**config.mk**
```make
export PLATFORM = sky130hd
export DESIGN_NAME = digit_feature_extract
export DESIGN_NICKNAME = d
export VERILOG_FILES = /design/src/rtl/digit_feature_extract.sv
export SDC_FILE = /design/constraint.sdc
export NUM_CORES = 1
export LEC_CHECK = 0
export BUFFER_PORTS_ARGS = -buffer_cell sky130_fd_sc_hd__buf_2
export CAP_MARGIN = 30
export CORE_ASPECT_RATIO = 0.5
export CORE_MARGIN = 4
export CORE_UTILIZATION = 55
export DETAILED_ROUTE_END_ITERATION = 7
export GPL_ROUTABILITY_DRIVEN = 0
export PLACE_DENSITY = 0.73
export RECOVER_POWER = 25
export REMOVE_ABC_BUFFERS = 1
export SETUP_SLACK_MARGIN = 0.1
export SYNTH_ARGS = -nofsm -noshare
export SYNTH_HDL_FRONTEND = slang
export SYNTH_SLANG_ARGS = --single-unit
```
**constraint.sdc**
```tcl
create_clock -name clk -period 4.6 [get_ports clk]
set_input_delay 0.46 -clock clk [delete_from_list [all_inputs] [get_ports clk]]
set_output_delay 0.46 -clock clk [all_outputs]
set_load 0.005 [all_outputs]
```
**src/rtl/digit_feature_extract.sv**
```systemverilog
// Digit feature extractor: loads per-digit borders from the projection border RAMs, then
// counts stroke crossings on three probe lines per digit over the following frame.
module digit_feature_extract #(
  parameter int NUM_ROW = 1,
  parameter int NUM_COL = 4,
  parameter int DEPBIT  = 10
) (
  input  logic              clk,
  input  logic              rst_n,
  input  logic              frame_vsync,
  input  logic              frame_de,
  input  logic              monoc,
  input  logic [10:0]       xpos,
  input  logic [10:0]       ypos,
  input  logic              project_done_flag,
  input  logic [3:0]        num_col,
  input  logic [3:0]        num_row,
  output logic [DEPBIT-1:0] col_border_addr_rd,
  input  logic [DEPBIT-1:0] col_border_data_rd,
  output logic [DEPBIT-1:0] row_border_addr_rd,
  input  logic [DEPBIT-1:0] row_border_data_rd,
  output logic              feat_valid,
  output logic [3:0]        feat_idx,
  output logic [1:0]        feat_v,
  output logic [1:0]        feat_h1,
  output logic [1:0]        feat_h2,
  output logic              feat_done
);

  typedef enum logic [2:0] {IDLE, LOAD, ARM, SCAN, OUT} state_t;

  state_t              state_q;
  logic                pd_q, vs_q;
  logic [3:0]          nc_q;
  logic                empty_q;
  logic [4:0]          ld_cnt_q;
  logic [3:0]          out_cnt_q;
  logic [DEPBIT-1:0]   col_addr_q, row_addr_q;
  logic                feat_valid_q, feat_done_q;
  logic [3:0]          feat_idx_q;
  logic [1:0]          feat_v_q, feat_h1_q, feat_h2_q;

  logic [10:0]         l_q  [NUM_COL];
  logic [10:0]         r_q  [NUM_COL];
  logic [10:0]         xm_q [NUM_COL];
  logic [10:0]         t_q, b_q, ya_q, yb_q;
  logic [NUM_COL-1:0]  ok_q, vp_q, hp1_q, hp2_q;
  logic [1:0]          cv_q  [NUM_COL];
  logic [1:0]          ch1_q [NUM_COL];
  logic [1:0]          ch2_q [NUM_COL];

  logic                rise_d, vfall_d, fg_d, empty_d;
  logic [3:0]          nc_d;
  logic [4:0]          two_nc_d, ld_nxt_d;
  logic [10:0]         col_ext_d, row_ext_d, h_d, ya_d, yb_d;
  logic [10:0]         xm_d [NUM_COL];
  logic [NUM_COL-1:0]  ok_d;

  always_comb begin
    rise_d    = project_done_flag & ~pd_q;
    vfall_d   = vs_q & ~frame_vsync;
    fg_d      = frame_de & ~monoc;
    nc_d      = (num_col > 4'(NUM_COL)) ? 4'(NUM_COL) : num_col;
    empty_d   = (nc_d == '0) || (num_row == '0) || (NUM_ROW == 0);
    two_nc_d  = {nc_q, 1'b0};
    ld_nxt_d  = ld_cnt_q + 5'd1;
    col_ext_d = 11'(col_border_data_rd);
    row_ext_d = 11'(row_border_data_rd);
    h_d       = b_q - t_q;
    ya_d      = t_q + (h_d >> 2) + (h_d >> 3);
    yb_d      = b_q - (h_d >> 2) - (h_d >> 3);
    ok_d      = '0;
    for (int unsigned k = 0; k < NUM_COL; k++) begin
      xm_d[k] = 11'(({1'b0, l_q[k]} + {1'b0, r_q[k]}) >> 1);
      ok_d[k] = (b_q >= t_q) && (r_q[k] >= l_q[k]);
    end
  end

  always_ff @(posedge clk or negedge rst_n) begin
    if (!rst_n) begin
      state_q      <= IDLE;
      pd_q         <= 1'b0;
      vs_q         <= 1'b0;
      nc_q         <= '0;
      empty_q      <= 1'b0;
      ld_cnt_q     <= '0;
      out_cnt_q    <= '0;
      col_addr_q   <= '0;
      row_addr_q   <= '0;
      feat_valid_q <= 1'b0;
      feat_done_q  <= 1'b0;
      feat_idx_q   <= '0;
      feat_v_q     <= '0;
      feat_h1_q    <= '0;
      feat_h2_q    <= '0;
      t_q          <= '0;
      b_q          <= '0;
      ya_q         <= '0;
      yb_q         <= '0;
      ok_q         <= '0;
      vp_q         <= '0;
      hp1_q        <= '0;
      hp2_q        <= '0;
      for (int unsigned k = 0; k < NUM_COL; k++) begin
        l_q[k]   <= '0;
        r_q[k]   <= '0;
        xm_q[k]  <= '0;
        cv_q[k]  <= '0;
        ch1_q[k] <= '0;
        ch2_q[k] <= '0;
      end
    end else begin
      pd_q         <= project_done_flag;
      vs_q         <= frame_vsync;
      feat_valid_q <= 1'b0;
      feat_done_q  <= 1'b0;
      unique case (state_q)
        IDLE: begin
          if (rise_d) begin
            state_q    <= LOAD;
            nc_q       <= nc_d;
            empty_q    <= empty_d;
            ld_cnt_q   <= '0;
            col_addr_q <= empty_d ? '0 : DEPBIT'(1);
          end
        end
        LOAD: begin
          if (empty_q) begin
            feat_done_q <= 1'b1;
            state_q     <= IDLE;
          end else begin
            // Address issued in cycle c returns data in cycle c+1: columns fill cycles
            // 1..2nc, top at 2nc+1, bottom at 2nc+2.
            ld_cnt_q   <= ld_nxt_d;
            col_addr_q <= (ld_nxt_d < two_nc_d) ? DEPBIT'(ld_cnt_q + 5'd2) : '0;
            row_addr_q <= (ld_nxt_d == two_nc_d)          ? DEPBIT'(1) :
                          (ld_nxt_d == two_nc_d + 5'd1)   ? DEPBIT'(2) : '0;
            for (int unsigned k = 0; k < NUM_COL; k++) begin
              if (ld_cnt_q <= two_nc_d && ld_cnt_q == 5'(2*k + 1)) l_q[k] <= col_ext_d;
              if (ld_cnt_q <= two_nc_d && ld_cnt_q == 5'(2*k + 2)) r_q[k] <= col_ext_d;
            end
            if (ld_cnt_q == two_nc_d + 5'd1) t_q <= row_ext_d;
            if (ld_cnt_q == two_nc_d + 5'd2) begin
              b_q     <= row_ext_d;
              state_q <= ARM;
            end
          end
        end
        ARM: begin
          ya_q  <= ya_d;
          yb_q  <= yb_d;
          ok_q  <= ok_d;
          vp_q  <= '0;
          hp1_q <= '0;
          hp2_q <= '0;
          for (int unsigned k = 0; k < NUM_COL; k++) begin
            xm_q[k]  <= xm_d[k];
            cv_q[k]  <= '0;
            ch1_q[k] <= '0;
            ch2_q[k] <= '0;
          end
          if (vfall_d) state_q <= SCAN;
        end
        SCAN: begin
          if (frame_de) begin
            for (int unsigned k = 0; k < NUM_COL; k++) begin
              if (xpos == xm_q[k]) begin
                if (ypos == t_q - 11'd1) begin
                  vp_q[k] <= 1'b0;
                end else if (ypos >= t_q && ypos <= b_q) begin
                  if (fg_d && !vp_q[k] && cv_q[k] != 2'd3) cv_q[k] <= cv_q[k] + 2'd1;
                  vp_q[k] <= fg_d;
                end
              end
              // The left border acts as background so a stroke touching it still counts.
              if (ypos == ya_q && xpos >= l_q[k] && xpos <= r_q[k]) begin
                if (fg_d && (xpos == l_q[k] || !hp1_q[k]) && ch1_q[k] != 2'd3)
                  ch1_q[k] <= ch1_q[k] + 2'd1;
                hp1_q[k] <= fg_d;
              end
              if (ypos == yb_q && xpos >= l_q[k] && xpos <= r_q[k]) begin
                if (fg_d && (xpos == l_q[k] || !hp2_q[k]) && ch2_q[k] != 2'd3)
                  ch2_q[k] <= ch2_q[k] + 2'd1;
                hp2_q[k] <= fg_d;
              end
            end
          end
          if (vfall_d) begin
            state_q   <= OUT;
            out_cnt_q <= '0;
          end
        end
        OUT: begin
          if (out_cnt_q < nc_q) begin
            feat_valid_q <= 1'b1;
            feat_idx_q   <= out_cnt_q;
            out_cnt_q    <= out_cnt_q + 4'd1;
            for (int unsigned k = 0; k < NUM_COL; k++) begin
              if (out_cnt_q == 4'(k)) begin
                feat_v_q  <= ok_q[k] ? cv_q[k]  : 2'd0;
                feat_h1_q <= ok_q[k] ? ch1_q[k] : 2'd0;
                feat_h2_q <= ok_q[k] ? ch2_q[k] : 2'd0;
              end
            end
          end else begin
            feat_done_q <= 1'b1;
            feat_idx_q  <= '0;
            feat_v_q    <= '0;
            feat_h1_q   <= '0;
            feat_h2_q   <= '0;
            state_q     <= IDLE;
          end
        end
        default: state_q <= IDLE;
      endcase
    end
  end

  assign col_border_addr_rd = col_addr_q;
  assign row_border_addr_rd = row_addr_q;
  assign feat_valid         = feat_valid_q;
  assign feat_idx           = feat_idx_q;
  assign feat_v             = feat_v_q;
  assign feat_h1            = feat_h1_q;
  assign feat_h2            = feat_h2_q;
  assign feat_done          = feat_done_q;

endmodule

```
==> metrics.csv <==
stage,metric,value,unit
worst_setup_path,CP required,5.00,ns
sta,Rel. slew slack,-48.9,%
detailed_routing,"antenna viol nets, final",0,
worst_setup_path,CP Launch Type,flop,
cts,CTS H-Tree Depth,1,
detailed_routing,routed wire length,46700,µm
yosys,"Avg Cell Area, Syn",9.38,µm²
finish,layout cells sized above 1,12.3,%
finish,multi-input logic area,0.0113,mm²
grt,GRT Total Usage,25.8,%
sta,worst clock skew,0.0196,ns
detailed_routing,Met1 Wirelength,21000,µm
yosys,Synth Register Bits,241,
floorplanning,Die ar.,0.0362,mm²
sta,Slew Limit Fails,198,
yosys,mux share of post-synthesis cell area,6.49,%
placement,DP Wirelength,34700,µm
cts,clk slew on worst S/H paths,0.06,ns
worst_setup_path,crit path DAT,4.66,ns
floorplanning,Chip Height,137,µm
yosys,post-synthesis adder-cell area fraction,18.9,%
detailed_routing,met3 wire length,2470,µm
sta,RSZ-0062 raised after global routing,no,
yosys,Post-Synth Simple-Gate Area,13.1,%
detailed_routing,Vias/cell,5.86,
cts,CTS tree,built,
detailed_routing,total number of vias,14400,
job,MaxCap Viol Count,2,
yosys,Syn Inst Count,1939,
placement,PortBufs,75,
finish,register area,0.00603,mm²
sta,fin crit period,4.27,ns
worst_setup_path,flop-to-flop setup slack,0.33,ns
cts,post-CTS setup buffer count,0,
yosys,synth warn,0,
floorplanning,Initial Util,56.6,%
yosys,Post-Synth XOR/XNOR Area,7.03,%
grt,global route overflow,0,
cts,CTS sink cnt,241,
detailed_routing,max layer used,met4,
cts,Clock Tree Buf Depth,3,
finish,Total Nets Final,2330,
floorplanning,die width,265,µm
grt,vias in the first global route,14100,
sta,worst-margin pin slew,2.23,ns
worst_setup_path,R2R cell count,16,
floorplanning,num ports,88,
finish,Filler cells,2735,
finish,"most common cell after layout, fill and taps aside",ha_1,
sta,final hold violations,0,
grt,first-pass GRT wire length,74500,µm
floorplanning,core area,0.0321,mm²
cts,CTS Buf Count,26,
worst_hold_path,Worst Hold End,vs_q$_DFF_PN0_,
grt,largest net degree at the start of global routing,112,
worst_hold_path,HP Class,input port to flop,
sta,period utilisation layout,92.8,%
yosys,sequential area share after synthesis,33.2,%
yosys,"FFs w/ async S/R, synth",100,%
worst_setup_path,r2r endpoint,ya_q[9]$_DFFE_PN0N_,
detailed_routing,starting DRC count in detailed routing,1051,
sta,Fmax,234,MHz
worst_setup_path,Critical Path End Type,flop,
yosys,Cell variety after synth,73,
outcome,failing checks,"max-capacitance violations, max-slew violations",
worst_setup_path,"Max FO, Critical Path",6,
detailed_routing,WL/cell,19.0,µm
yosys,Compound-Gate Fraction of Synth Area,15.9,%
floorplanning,Rows,46,
grt,antenna violations before repair,0,
outcome,status,"complete, but fails checks",
yosys,Synth Flop Type,dfrtp_1,
yosys,"EDFF count, synth",0,
finish,Layout area overhead,9.85,%
detailed_routing,metal2 WL,21600,µm
worst_setup_path,worst flop-to-flop path startpoint,t_q[3]$_DFFE_PN0P_,
detailed_routing,drt drc,0,
detailed_routing,Pre-antenna DRT Iters,7,
finish,n_diodes,0,
sta,count of final setup violators,0,
worst_hold_path,HP Start,frame_vsync,
cts,CTS root buf,clkbuf_16,
yosys,largest family of logic cells by synthesized area,adder cells,
worst_hold_path,Min-Delay Path Depth,1,
sta,final setup TNS,0,ns
yosys,Mapped Area,0.0182,mm²
worst_setup_path,Crit Path Category,flop to flop,
finish,highest-count cells in the layout ignoring fill and taps,"ha_1 (256), dfrtp_1 (240), inv_1 (177)",
cts,Worst-Skew Late Latency,0.56,ns
[worst max-delay path, cell delays in order (launching register included)]
cell and delay [ns]:
dfrtp_2 0.45, inv_1 0.16, ha_1 0.31, a21o_1 0.21
a21oi_1 0.23, a21boi_2 0.13, or2_2 0.37, fa_1 0.51
inv_1 0.07, fa_1 0.46, a21o_1 0.19, a21oi_2 0.18
o21bai_1 0.11, a211o_1 0.30, a31oi_1 0.22, xor2_1 0.15
o21ai_0 0.08
[cell families after synthesis]
family	after synthesis
xor+xnor	146
flops	241
mux	106
other cells	1
buf+inv	245
simple gates	481
compound gates	451
fa+ha+maj	268
[state kept, by name, indices dropped and copies added, names as in the netlist, 5 cells and up]
name                cells
ch2_q                   8
col_border_addr_rd      6
ld_cnt_q                5
yb_q                   11
ya_q                   11
t_q                    10
ch1_q                   8
b_q                    10
xm_q                   40
cv_q                    8
r_q                    40
l_q                    40
[cells in the mapped netlist, types with 7 or more instances]
cell type | count | share of area, %
o22ai_1 | 10 | 0.34
xnor2_1 | 93 | 4.5
ha_1 | 256 | 18
mux2i_1 | 11 | 0.61
or3_1 | 7 | 0.24
o21ai_0 | 145 | 4.0
buf_2 | 8 | 0.22
a211o_1 | 13 | 0.63
mux2_2 | 95 | 5.9
a31oi_1 | 17 | 0.58
xor2_1 | 53 | 2.6
buf_4 | 13 | 0.54
o21bai_1 | 13 | 0.54
a21oi_1 | 89 | 2.5
nor2_1 | 84 | 1.7
inv_1 | 177 | 3.7
nand3_1 | 32 | 0.88
nand2b_1 | 22 | 0.76
dfrtp_1 | 241 | 33
a211oi_1 | 22 | 0.91
nand4b_1 | 7 | 0.34
clkbuf_1 | 40 | 0.83
nor2b_1 | 29 | 1.0
nand4_1 | 21 | 0.72
nand2_1 | 176 | 3.6
o21a_1 | 14 | 0.58
a21o_1 | 30 | 1.2
and2_1 | 9 | 0.31
fa_1 | 12 | 1.3
o211ai_1 | 15 | 0.62
nor4_1 | 16 | 0.55
o31ai_1 | 21 | 0.87
nor3_1 | 38 | 1.0
[cell type report]
class                   count  area share, %
multi-input cells        1464           56.3
flip-flops and latches    241           30.2
clock buffers              40           3.93
inverters                 178           3.35
well taps                 432           2.71
repair buffers             95           2.59
clock inverters             8          0.877
[metal layers]
metal | track usage [%] | vias up
li1 | - | 6970
met1 | 34.5 | 6980
met2 | 43.8 | 371
met3 | 3.90 | 92
met4 | 8.03 | 0
met5 | 0 | -
[per-stage QoR]
stage | worst slack, ns | area, µm² | utilization [%] | std cells | hold WS (ns)
final | 0.332 | 20000 | 62.2 | 2458 | 0.0400
after global routing | 0.0917 | 20000 | 62.2 | 2458 | 0.0200
after CTS | 0.138 | 20000 | 62.2 | 2458 | 0.0139
after detailed placement | 0.0424 | 19000 | 59.2 | 2409 | 0.456
after global placement | 0.238 | 19000 | 59.1 | 2408 | 0.449
after floorplan | 0.282 | 17900 | - | 1883 | 0.164
[worst max-delay path by stage]
stage / slack [ns] / endpoint / depth (start not counted) / start
detailed placement: 0.04 / yb_q[10]$_DFFE_PN0N_ / 17 / t_q[1]$_DFFE_PN0P_
global route: 0.09 / r_q[15]$_DFFE_PN0P_ / 3 / rst_n
global placement: 0.24 / yb_q[10]$_DFFE_PN0N_ / 17 / t_q[3]$_DFFE_PN0P_
finish: 0.33 / ya_q[9]$_DFFE_PN0N_ / 16 / t_q[3]$_DFFE_PN0P_
floorplan: 0.28 / ya_q[9]$_DFFE_PN0N_ / 18 / t_q[3]$_DFFE_PN0P_
CTS: 0.14 / yb_q[10]$_DFFE_PN0N_ / 16 / t_q[3]$_DFFE_PN0P_
[timing repair]
item,4_1_cts,5_1_grt
gates resized for setup,1,8
setup endpoints to repair,2,7
hold endpoints to repair,83,0
hold buffers,1,0
Power is left out: the tool's default activity adds up to more than one toggle a clock period on the data nets, which glitch-free logic cannot reach.
